### config.mk
export PLATFORM = sky130hd
export DESIGN_NAME = edge_period_meter
export DESIGN_NICKNAME = d
export VERILOG_FILES = /design/src/rtl/edge_period_meter.sv
export SDC_FILE = /design/constraint.sdc
export NUM_CORES = 1
export LEC_CHECK = 0
export CAP_MARGIN = 20
export CORE_MARGIN = 1
export CORE_UTILIZATION = 24
export CTS_CLUSTER_SIZE = 28
export DETAILED_ROUTE_END_ITERATION = 8
export SYNTH_ARGS = -nofsm -noshare
export SYNTH_HDL_FRONTEND = slang
export SYNTH_SLANG_ARGS = --single-unit
### constraint.sdc
create_clock -name clk -period 1.7 [get_ports clk]
set_input_delay 0.255 -clock clk [delete_from_list [all_inputs] [get_ports clk]]
set_output_delay 0.255 -clock clk [all_outputs]
set_load 0.005 [all_outputs]
### src/rtl/edge_period_meter.sv
// Period and high-time meter for a clk-synchronous signal (divide-by-2 monitor).
// Flags a missing rising edge after 2^CNT_W-1 cycles and counts completed measurements.
module edge_period_meter #(
    parameter int CNT_W  = 16,
    parameter int MCNT_W = 8
) (
    input  logic              clk,
    input  logic              rst,
    input  logic              en,
    input  logic              sig_in,
    output logic [CNT_W-1:0]  period,
    output logic [CNT_W-1:0]  high_time,
    output logic              meas_valid,
    output logic              stuck,
    output logic [MCNT_W-1:0] meas_count
);

    typedef enum logic [1:0] {
        S_IDLE,
        S_ARM,
        S_MEASURE
    } state_t;

    localparam logic [CNT_W-1:0] CNT_MAX = '1;

    state_t             r_state;
    state_t             w_next;
    logic               r_sig_d;
    logic [CNT_W-1:0]   r_cnt;
    logic [CNT_W-1:0]   r_hi_cnt;
    logic [CNT_W-1:0]   r_period;
    logic [CNT_W-1:0]   r_high_time;
    logic               r_meas_valid;
    logic               r_stuck;
    logic [MCNT_W-1:0]  r_meas_count;
    logic               w_rise;
    logic               w_sat;
    logic               w_take;
    logic               w_timeout;

    assign w_rise = sig_in & ~r_sig_d;
    assign w_sat  = (r_cnt == CNT_MAX);

    always_comb begin
        w_next    = r_state;
        w_take    = 1'b0;
        w_timeout = 1'b0;
        if (!en) begin
            w_next = S_IDLE;
        end else begin
            case (r_state)
                S_IDLE:    w_next = S_ARM;
                S_ARM:     if (w_rise) w_next = S_MEASURE;
                S_MEASURE: begin
                    // A rise on the saturating cycle still counts as a measurement.
                    if (w_rise) begin
                        w_take = 1'b1;
                    end else if (w_sat) begin
                        w_timeout = 1'b1;
                        w_next    = S_ARM;
                    end
                end
                default:   w_next = S_IDLE;
            endcase
        end
    end

    always_ff @(posedge clk) begin
        if (!rst) begin
            r_state      <= S_IDLE;
            r_sig_d      <= 1'b1;
            r_cnt        <= '0;
            r_hi_cnt     <= '0;
            r_period     <= '0;
            r_high_time  <= '0;
            r_meas_valid <= 1'b0;
            r_stuck      <= 1'b0;
            r_meas_count <= '0;
        end else begin
            r_state      <= w_next;
            r_sig_d      <= sig_in;
            r_meas_valid <= w_take;
            if (!en) begin
                r_cnt    <= '0;
                r_hi_cnt <= '0;
            end else if (r_state == S_ARM && w_rise) begin
                r_cnt    <= CNT_W'(1);
                r_hi_cnt <= CNT_W'(1);
            end else if (w_take) begin
                r_period     <= r_cnt;
                r_high_time  <= r_hi_cnt;
                r_stuck      <= 1'b0;
                r_meas_count <= r_meas_count + MCNT_W'(1);
                r_cnt        <= CNT_W'(1);
                r_hi_cnt     <= CNT_W'(1);
            end else if (w_timeout) begin
                r_stuck  <= 1'b1;
                r_cnt    <= '0;
                r_hi_cnt <= '0;
            end else if (r_state == S_MEASURE) begin
                r_cnt    <= r_cnt + CNT_W'(1);
                r_hi_cnt <= r_hi_cnt + CNT_W'(sig_in);
            end
        end
    end

    assign period     = r_period;
    assign high_time  = r_high_time;
    assign meas_valid = r_meas_valid;
    assign stuck      = r_stuck;
    assign meas_count = r_meas_count;

endmodule

==> impl_metrics.tcl <==
set metrics [dict create \
    timing.setup.tns_ps 0 \
    synth_ff_type "sky130_fd_sc_hd__dfxtp_1" \
    yosysMostFrequentCell "sky130_fd_sc_hd__nand2_1" \
    timing_worst_setup_path_type "register to register" \
    synth_sequential_area_ratio 0.4717 \
    power-per-cell-area_nw_per_um2 877.6 \
    cp_slowest_cell "sky130_fd_sc_hd__or4_1" \
    floorplan.core_area_um2 13240 \
    dieWidth_um 118.7 \
    first_global_vias 2944 \
    tritoncts.num_buffers 9 \
    number_of_antenna_violations_at_the_first_check_in_global_routing 0 \
    clk_path_buf_depth 2 \
    crit_path_start "r_hi_cnt[0]$_SDFFE_PN0P_" \
    synth_area_um2 3268 \
    fmax_ghz 0.5966 \
    worst-r2r-setup-slack_ps 20 \
    hold_slack_final_ps 355.1 \
    place.gp.congestion 0.7719 \
    p_comb_frac 0.022 \
    syn_inst 379 \
    routedLengthMet1_um 3515 \
    r2r.worst_path.cells 6 \
    total_met3_wirelength_after_detailed_routing_um 262 \
    worst_pin_slew_ps 375.7 \
    rr_endpoint "r_hi_cnt[12]$_SDFFE_PP0N_" \
    p_total_mw 4.095 \
    placementRows 42 \
    reg_to_reg_critical_path_startpoint "r_hi_cnt[0]$_SDFFE_PN0P_" \
    power.sequential.fraction 0.442 \
    clock-root-buffer "sky130_fd_sc_hd__clkbuf_16" \
    grt-ovfl-total 0 \
    run_status "finished, final reports clean" \
    setup_crit_end "r_hi_cnt[12]$_SDFFE_PP0N_" \
    fp.dieArea_um2 14090 \
    critPathBufInv 0 \
    synthDominantAreaCellType "sky130_fd_sc_hd__dfxtp_1" \
    dp_slack_ps -501.0 \
    cp_top_delay_family "simple AND/OR/NAND/NOR gates" \
    cp.arrival_ps 1940 \
    clkSlewWorstSetupHoldPaths_ps 60 \
    hold_start "sig_in" \
    synth-edff-count 0 \
    clkPwrFrac 0.536 \
    critical-path-max-stage-delay_ps 460 \
    worst_ir_drop_vdd_v 0.0005801 \
    starting_density_of_the_core 0.2468 \
    postRouteWirelength_um 7820 \
    cts_tree "built" \
    finalNetCount 475 \
    ioPinCount 46 \
    grt_pass1_wl_um 13590 \
    worst-endpoint-required_ps 1960 \
    chipHeight_um 118.7 \
    grt_max_degree 46 \
    cts.sinks 77 \
    maxSlewHeadroom 0.7473 \
    drc_errors 0 \
    crit_share_post_route 0.9860 \
    ys_warn_count 0 \
    timing.clock.skew_ps 6.262 \
    dominant_cells_by_area_after_synthesis "sky130_fd_sc_hd__dfxtp_1 47%, sky130_fd_sc_hd__nand2_1 10%, sky130_fd_sc_hd__a21boi_0 7.6%, sky130_fd_sc_hd__xor2_1 4.0%, sky130_fd_sc_hd__xnor2_1 2.4%" \
    final_antenna_net_count 0 \
    post-route-min-period_ps 1676 \
    cts.htree.levels 3 \
    depth_of_the_critical_timing_path_with_buffers_and_inverters_included 6 \
    synth.cells.most_frequent "87 x sky130_fd_sc_hd__nand2_1, 77 x sky130_fd_sc_hd__dfxtp_1, 33 x sky130_fd_sc_hd__a21boi_0" \
    grt.total_usage 0.1211 \
    hold_viol 0 \
    synthArstFlopShare 0 \
    crit_path_max_fanout 4 \
    final-max-slew-violation-count 0 \
    rsz_0062_raised_after_global_routing "true" \
    final-setup-viol-count 0 \
    route.top_layer_used "met4" \
    clk-insertion-delay-late_ps 330 \
    viasPerCell 4.497 \
    fin_ws_ps 23.75 \
    postSynthRegisterBits 77 \
    synth.net_count 387 \
    p_int_mw 3.322 \
    p_leak_nw 1.684 \
    dpl-instance-area_um2 4259 \
    drt_iter0_markers 179 \
    fraction_of_post_synthesis_cell_area_in_the_top_cell_type_by_area 0.4717 \
    endpoint_kind "register" \
    io_buffer_count 45 \
    num_vias 2914 \
    detail_route.wl_per_cell_um 12.07 \
    worst_setup_path_start_kind "register" \
    num_antenna_cells 0 \
    met2WireLength_um 3956 \
    sw_share 0.1886 \
    hold_class "input port to register" \
    detailedPlacementHpwl_um 5575 \
    net-switching-power_mw 0.7722 \
    postLayoutCellArea_um2 4666 \
    crit_path_frequent_cell "sky130_fd_sc_hd__ha_4" \
    post_route_cells_drive_above_1_share 0.1801 \
    drt_pass1_iterations 4 \
    synthToLayoutAreaGrowth_pct 42.76 \
    syn-mean-instance-area_um2 8.623 \
    crit_path_cell_trace "ha_4, ha_4, nand4b_4, or2_4, or4_1, a21oi_1" \
    yosys.cell_types.count 41 \
    cap_viol_max_count 0 \
]
## worst register-to-register path: stages, from the launching register on
cell and delay (ps):
sky130_fd_sc_hd__dfxtp_2 350, sky130_fd_sc_hd__ha_4 160, sky130_fd_sc_hd__ha_4 140, sky130_fd_sc_hd__nand4b_4 100
sky130_fd_sc_hd__or2_4 250, sky130_fd_sc_hd__or4_1 460, sky130_fd_sc_hd__a21oi_1 140
## final cells by class
class | count | area (um^2)
clock inverter | 4 | 95.09
clock buffer | 12 | 246.5
inverter | 5 | 18.77
tap | 176 | 220.2
sequential | 77 | 1548
timing repair buffer | 97 | 843.3
fill | 1407 | 8577
multi-input combinational | 277 | 1694
## placed cells by master (no fill, tap or decap), types with 7 or more instances in the layout
master | Yosys | layout
sky130_fd_sc_hd__clkbuf_16 | 0 | 9
sky130_fd_sc_hd__xor2_1 | 15 | 15
sky130_fd_sc_hd__o21ai_0 | 8 | 7
sky130_fd_sc_hd__a21boi_0 | 33 | 33
sky130_fd_sc_hd__and2_1 | 8 | 8
sky130_fd_sc_hd__buf_4 | 1 | 51
sky130_fd_sc_hd__xnor2_1 | 9 | 9
sky130_fd_sc_hd__dfxtp_1 | 77 | 74
sky130_fd_sc_hd__clkdlybuf4s50_1 | 0 | 44
sky130_fd_sc_hd__nand3_1 | 10 | 10
sky130_fd_sc_hd__nand2_1 | 87 | 87
sky130_fd_sc_hd__nor3_1 | 8 | 8
sky130_fd_sc_hd__a21oi_1 | 14 | 11
sky130_fd_sc_hd__nor2_1 | 20 | 19
sky130_fd_sc_hd__nand4_1 | 11 | 11
## flip-flops by register name, summed over array words and instances, names as in the netlist
signal and cells:
period 16, r_hi_cnt 16, meas_valid 1, stuck 1, r_sig_d 1, high_time 16
meas_count 8, r_cnt 16, r_state 2
## through the flow
| step | util | std cells |
|---|---|---|
| floorplan | - | 379 |
| global placement | 0.3216 | 628 |
| detailed placement | 0.3216 | 628 |
| CTS | 0.3475 | 644 |
| global route | 0.3523 | 648 |
| finish | 0.3523 | 648 |
## metal layers
layer,global-route usage,vias up
met3,0.03716,8
li1,-,1467
met5,0,-
met2,0.2120,48
met4,0.04984,0
met1,0.1353,1391
## worst min path at each step
stage / endpoint / slack (ps) / cells past startpoint
floorplan: r_sig_d$_SDFF_PN1_ / 360 / 1
global placement: high_time[3]$_SDFFE_PN0P_ / 460 / 2
detailed placement: period[3]$_SDFFE_PN0P_ / 460 / 2
CTS: r_sig_d$_SDFF_PN1_ / 350 / 2
global route: r_sig_d$_SDFF_PN1_ / 380 / 2
finish: r_sig_d$_SDFF_PN1_ / 360 / 2
## cell families after synthesis
group	Yosys count	synth area share
DFF	77	0.4717
adders and majority gates	4	0.01531
AOI/OAI and AO/OA	66	0.1352
muxes	2	0.006126
buffers and inverters	25	0.03369
xor gates and xnor gates	24	0.06432
and+or+nand+nor	181	0.2737
## power groups by stage
stage	Clock, mW	Sequential [mW]	Combinational [mW]
global route	2.32	1.81	0.0971
finish	2.19	1.81	0.0890
CTS	2.25	1.81	0.0846
floorplan	0	1.85	0.0516
global placement	0	1.85	0.0835
detailed placement	0	1.85	0.0850
## timing repair
| item | CTS | global route |
|---|---|---|
| setup buffers | 0 | 4 |
| gates resized for setup | 3 | 11 |
| pin swaps | 2 | 5 |
| endpoints found under the setup margin | 4 | 9 |
| hold buffers | 0 | 0 |
(Power assumes the default switching activity.)
